## src/rtl/phase_seq_ctrl.sv

```systemverilog
// phase_seq_ctrl
// Three-phase sequencer: steps through PH0 -> PH1 -> PH2, holding each phase
// for (dwell + 1) cycles, either once (mode=0) or repeatedly (mode=1).
// mode, dwell (and dir) are captured when a start is accepted in IDLE, so
// changing them mid-sequence has no effect.
//
// Optional feature: define PHASE_SEQ_REVERSE_EN to add the dir input.
// dir=1 runs PH0 -> PH2 -> PH1, and a single pass ends after PH1.
//
// Ports:
//   clk    in   rising-edge clock
//   clr    in   synchronous active-high reset
//   start  in   begin a sequence (honoured only in IDLE, and only when stop=0)
//   stop   in   abort a running sequence
//   mode   in   0 = single pass, 1 = continuous
//   dwell  in   cycles per phase minus one (CNT_W bits)
//   dir    in   reverse order (only with PHASE_SEQ_REVERSE_EN)
//   Q0..Q2 out  one-hot phase indicators (registered)
//   busy   out  high in any phase state (registered)
//   done   out  one-cycle pulse on sequence end or abort (registered)
module phase_seq_ctrl #(
  parameter int unsigned CNT_W = 4
) (
  input  logic             clk,
  input  logic             clr,
  input  logic             start,
  input  logic             stop,
  input  logic             mode,
  input  logic [CNT_W-1:0] dwell,
`ifdef PHASE_SEQ_REVERSE_EN
  input  logic             dir,
`endif
  output logic             Q0,
  output logic             Q1,
  output logic             Q2,
  output logic             busy,
  output logic             done
);

  typedef enum logic [1:0] {
    IDLE = 2'd0,
    PH0  = 2'd1,
    PH1  = 2'd2,
    PH2  = 2'd3
  } state_t;

  state_t           r_state;
  logic [CNT_W-1:0] r_cnt;
  logic             r_mode;
  logic [CNT_W-1:0] r_dwell;
  logic             r_q0;
  logic             r_q1;
  logic             r_q2;
  logic             r_busy;
  logic             r_done;

  state_t           w_state_nxt;
  logic [CNT_W-1:0] w_cnt_nxt;
  logic             w_mode_nxt;
  logic [CNT_W-1:0] w_dwell_nxt;
  logic             w_done_nxt;
  logic             w_last;
  logic             w_dir;

`ifdef PHASE_SEQ_REVERSE_EN
  logic             r_dir;
  logic             w_dir_nxt;
  assign w_dir = r_dir;
`else
  assign w_dir = 1'b0;
`endif

  // Final cycle of the current phase
  assign w_last = (r_cnt == r_dwell);

  // Next-state, counter and latch logic
  always_comb begin
    w_state_nxt = r_state;
    w_cnt_nxt   = r_cnt;
    w_mode_nxt  = r_mode;
    w_dwell_nxt = r_dwell;
    w_done_nxt  = 1'b0;
`ifdef PHASE_SEQ_REVERSE_EN
    w_dir_nxt   = r_dir;
`endif
    if (r_state == IDLE) begin
      // start together with stop is not an accepted start
      if (start && !stop) begin
        w_state_nxt = PH0;
        w_cnt_nxt   = '0;
        w_mode_nxt  = mode;
        w_dwell_nxt = dwell;
`ifdef PHASE_SEQ_REVERSE_EN
        w_dir_nxt   = dir;
`endif
      end
    end else if (stop) begin
      // Abort wins over any phase advance
      w_state_nxt = IDLE;
      w_cnt_nxt   = '0;
      w_done_nxt  = 1'b1;
    end else if (w_last) begin
      w_cnt_nxt = '0;
      case (r_state)
        PH0: w_state_nxt = w_dir ? PH2 : PH1;
        PH1: begin
          if (!w_dir) begin
            w_state_nxt = PH2;
          end else if (r_mode) begin
            w_state_nxt = PH0;
          end else begin
            w_state_nxt = IDLE;
            w_done_nxt  = 1'b1;
          end
        end
        default: begin
          if (w_dir) begin
            w_state_nxt = PH1;
          end else if (r_mode) begin
            w_state_nxt = PH0;
          end else begin
            w_state_nxt = IDLE;
            w_done_nxt  = 1'b1;
          end
        end
      endcase
    end else begin
      // Counter stops at r_dwell, so all-ones dwell never wraps
      w_cnt_nxt = r_cnt + CNT_W'(1);
    end
  end

  // State and registered outputs, decoded from the next state
  always_ff @(posedge clk) begin
    if (clr) begin
      r_state <= IDLE;
      r_cnt   <= '0;
      r_mode  <= 1'b0;
      r_dwell <= '0;
      r_q0    <= 1'b0;
      r_q1    <= 1'b0;
      r_q2    <= 1'b0;
      r_busy  <= 1'b0;
      r_done  <= 1'b0;
    end else begin
      r_state <= w_state_nxt;
      r_cnt   <= w_cnt_nxt;
      r_mode  <= w_mode_nxt;
      r_dwell <= w_dwell_nxt;
      r_q0    <= (w_state_nxt == PH0);
      r_q1    <= (w_state_nxt == PH1);
      r_q2    <= (w_state_nxt == PH2);
      r_busy  <= (w_state_nxt != IDLE);
      r_done  <= w_done_nxt;
    end
  end

`ifdef PHASE_SEQ_REVERSE_EN
  // Latched direction
  always_ff @(posedge clk) begin
    if (clr) begin
      r_dir <= 1'b0;
    end else begin
      r_dir <= w_dir_nxt;
    end
  end
`endif

  assign Q0   = r_q0;
  assign Q1   = r_q1;
  assign Q2   = r_q2;
  assign busy = r_busy;
  assign done = r_done;

endmodule
```

## config.mk

```make
export PLATFORM = sky130hd
export DESIGN_NAME = phase_seq_ctrl
export DESIGN_NICKNAME = d
export VERILOG_FILES = /design/src/rtl/phase_seq_ctrl.sv
export SDC_FILE = /design/constraint.sdc
export NUM_CORES = 1
export LEC_CHECK = 0
export CELL_PAD_IN_SITES_DETAIL_PLACEMENT = 1
export CELL_PAD_IN_SITES_GLOBAL_PLACEMENT = 1
export CORE_AREA = 2 2 54 56
export CTS_BUF_LIST = sky130_fd_sc_hd__clkbuf_4 sky130_fd_sc_hd__clkbuf_8 sky130_fd_sc_hd__clkbuf_16
export CTS_CLUSTER_SIZE = 30
export DETAILED_ROUTE_END_ITERATION = 10
export DIE_AREA = 0 0 56 58
export HOLD_SLACK_MARGIN = 0.02
export PLACE_DENSITY = 0.58
export SYNTH_ARGS = -nofsm -noshare
export SYNTH_HDL_FRONTEND = slang
export SYNTH_SLANG_ARGS = --single-unit
```

## constraint.sdc

```tcl
create_clock -name clk -period 2 [get_ports clk]
set_input_delay 0.6 -clock clk [delete_from_list [all_inputs] [get_ports clk]]
set_output_delay 0.6 -clock clk [all_outputs]
set_load 0.02 [all_outputs]
```

==> results_dict.tcl <==
set metrics [dict create \
    holdPathStages 2 \
    r2r_start "r_state[1]$_SDFF_PP0_" \
    report.final.setup_viol 0 \
    fin_setup_tns_ns 0 \
    final-hold-violation-count 0 \
    detailedRoute.firstIterationViolations 19 \
    p_seq_frac 0.532 \
    p_per_area_mw_per_mm2 655 \
    seq_area_um2 320 \
    nNetsFinal 114 \
    cp.arrival_ns 2.03 \
    clkSlewWorstSetupHoldPaths_ns 0.08 \
    cts_tree "built" \
    ir_worst_vdd_mv 0.424 \
    critPathRequiredTime_ns 2.22 \
    clock_path_buffers 2 \
    grt_first_pass_wirelength_um 3010 \
    p_switching_uw 169 \
    core_area_mm2 0.00266 \
    row_count 19 \
    post_cts_resized 0 \
    post_drt_wl_per_cell_um 13.1 \
    dr_total_vias 643 \
    ctsHoldBuffers 0 \
    hp-class "reg -> reg" \
    path_max_fanout 5 \
    synthToLayoutAreaGrowth_pct 28.6 \
    vias_per_cell 4.91 \
    synth-simple-area-share 0.245 \
    synth_top_area_frac 0.423 \
    h-tree-depth 1 \
    relSlewSlack 0.768 \
    worstSetupEndpointType "flop" \
    fin_crit_sh 0.904 \
    synth-edff-count 0 \
    maxSlewViolCount 0 \
    cts_sinks 16 \
    num_antenna_cells 0 \
    finalCriticalPeriod_ns 1.81 \
    worstMarginPinSlew_ns 0.344 \
    cts_root_buf "clkbuf_4" \
    r2r_slack_ns 0.33 \
    drcViolationCount 0 \
    rr_endpoint "Q1$_SDFF_PP0_" \
    synthAdderAreaFrac 0.0496 \
    synth-compound-area-share 0.152 \
    rsz0062_at_grt "no" \
    synth_nets 94 \
    final_cells 131 \
    syn_inst 82 \
    crit_path_start_kind "input port" \
    die_area_mm2 0.00325 \
    yosys.area_share.xor_xnor 0.0579 \
    dpl.cell_count 128 \
    hold_end "r_dwell[0]$_SDFFE_PP0P_" \
    synthArstFlopShare 0 \
    top_level_ports 14 \
    numCtsBuffers 3 \
    ant_nets 0 \
    status "complete, no violations" \
    max_freq_mhz 553 \
    die_w_um 56 \
    p_clk_frac 0.259 \
    swShare 0.266 \
    ys_warn_count 0 \
    place.gp.congestion 0.728 \
    grt_overflow 0 \
    holdCritStartpoint "r_dwell[0]$_SDFFE_PP0P_" \
    p_int_uw 468 \
    multiInputGateArea_um2 417 \
    dpl.hpwl_um 1350 \
    die_height_um 58 \
    ys_types 27 \
    antenna_found_initial 0 \
    combPwrFrac 0.209 \
    drtPass1Iterations 3 \
    grt_max_degree 17 \
    maxCapViolCount 0 \
    yosys_register_bits 16 \
    skew_ns 0.00679 \
    synth_top_family_by_area "simple AND/OR/NAND/NOR gates" \
    r2r_cells 6 \
    grt_pass1_vias 677 \
    start_util 0.284 \
    clock_latency_ns 0.28 \
    path_class "in -> reg" \
    layout-drive-gt1-share 0.130 \
    drt-total-wl_um 1720 \
    synthTopCellsByArea "dfxtp_1 (42%), xnor2_1 (5.8%), ha_1 (5.0%), a21oi_1 (4.6%), nand3_1 (4.0%)" \
    io_buffers 13 \
    filler_cell_count 320 \
    ys_seq_area_frac 0.423 \
    post_cts_buffers 0 \
    track_usage 0.122 \
    dominantRegCellSynth "dfxtp_1" \
    synthMuxAreaShare 0.0463 \
    yosys.area.top_type "dfxtp_1" \
    p_leak_uw 0.000334 \
    netlist_area_um2 757 \
    syn_area_per_cell_um2 9.23 \
]
-- synthesized netlist by cell type, types with 2 or more instances --
cell type / number
a31oi_1: 2
mux2i_1: 2
nand3_1: 6
nand3b_1: 2
nor3b_1: 2
xnor2_1: 5
nor3_1: 2
a41oi_1: 2
nand2b_1: 2
a21oi_1: 7
inv_1: 2
dfxtp_1: 16
a22oi_1: 2
nand2_1: 8
ha_1: 3
nor2_1: 8
-- power groups by stage --
stage	sequential, uW	combinational, uW	clock (uW)
final	339	133	165
after global routing	341	147	199
after CTS	339	135	175
after detailed placement	347	135	0
after global placement	347	132	0
after floorplan	353	76.2	0
-- logic make-up (layout without fill, tap and decap cells) --
logic type | Yosys count | count (layout)
compound gates | 15 | 15
xor+xnor | 5 | 5
flops | 16 | 16
simple gates | 35 | 35
mux | 3 | 3
buf+inv | 5 | 23
fa+ha+maj | 3 | 3
-- per-stage QoR --
| stage | area [um^2] | worst slack, ns | util | hold WS (ns) | power [uW] |
|---|---|---|---|---|---|
| finish | 973 | 0.191 | 0.366 | 0.477 | 637 |
| global route | 973 | 0.134 | 0.366 | 0.505 | 687 |
| CTS | 973 | 0.184 | 0.366 | 0.480 | 650 |
| detailed placement | 951 | -0.0998 | 0.357 | 0.468 | 481 |
| global placement | 951 | -0.0585 | 0.357 | 0.466 | 479 |
| floorplan | 757 | 0.478 | - | 0.449 | 429 |
-- placed cells by master, fill, tap and decap left out, types with 3 or more instances in the layout --
cell type,n
nor2_1,8
buf_4,5
nand3_1,6
clkdlybuf4s50_1,13
xnor2_1,5
nand2_1,8
clkbuf_4,3
dfxtp_1,16
ha_1,3
a21oi_1,7
-- worst max-delay path: stages --
cell	delay, ns
clkdlybuf4s50_1	0.47
or2_2	0.33
a41oi_1	0.27
buf_4	0.18
a22oi_1	0.08
nor2_1	0.09
-- metal layers --
layer	vias up	wire length [um]	track usage
met1	304	770	0.142
met3	5	63	0.0469
li1	326	-	-
met4	0	24	0.0510
met2	8	856	0.202
met5	-	0	0
-- worst max path at each step --
| stage | endpoint | depth (start not counted) | slack, ns | from |
|---|---|---|---|---|
| after floorplan | r_cnt[2]$_SDFFE_PP0P_ | 6 | 0.48 | r_state[1]$_SDFF_PP0_ |
| after global placement | Q1$_SDFF_PP0_ | 5 | -0.06 | stop |
| after detailed placement | r_cnt[1]$_SDFFE_PP0P_ | 6 | -0.1 | stop |
| after CTS | Q2 | 1 | 0.18 | Q2$_SDFF_PP0_ |
| after global routing | r_cnt[1]$_SDFFE_PP0P_ | 6 | 0.13 | stop |
| final | r_cnt[1]$_SDFFE_PP0P_ | 6 | 0.19 | stop |
-- registers in the layout, indices dropped and copies added (netlist names) --
register  cells
r_mode        1
busy          1
r_cnt         4
Q2            1
Q1            1
r_dwell       4
done          1
r_state       2
Q0            1
-- layout make-up --
cell class / instances / share of cell area
tap: 31 / 0.0398
timing repair buffer: 18 / 0.172
sequential: 16 / 0.329
multi-input combinational: 61 / 0.428
inverter: 2 / 0.00771
clock buffer: 3 / 0.0231
Note: power is estimated with default switching activity, not from simulation.
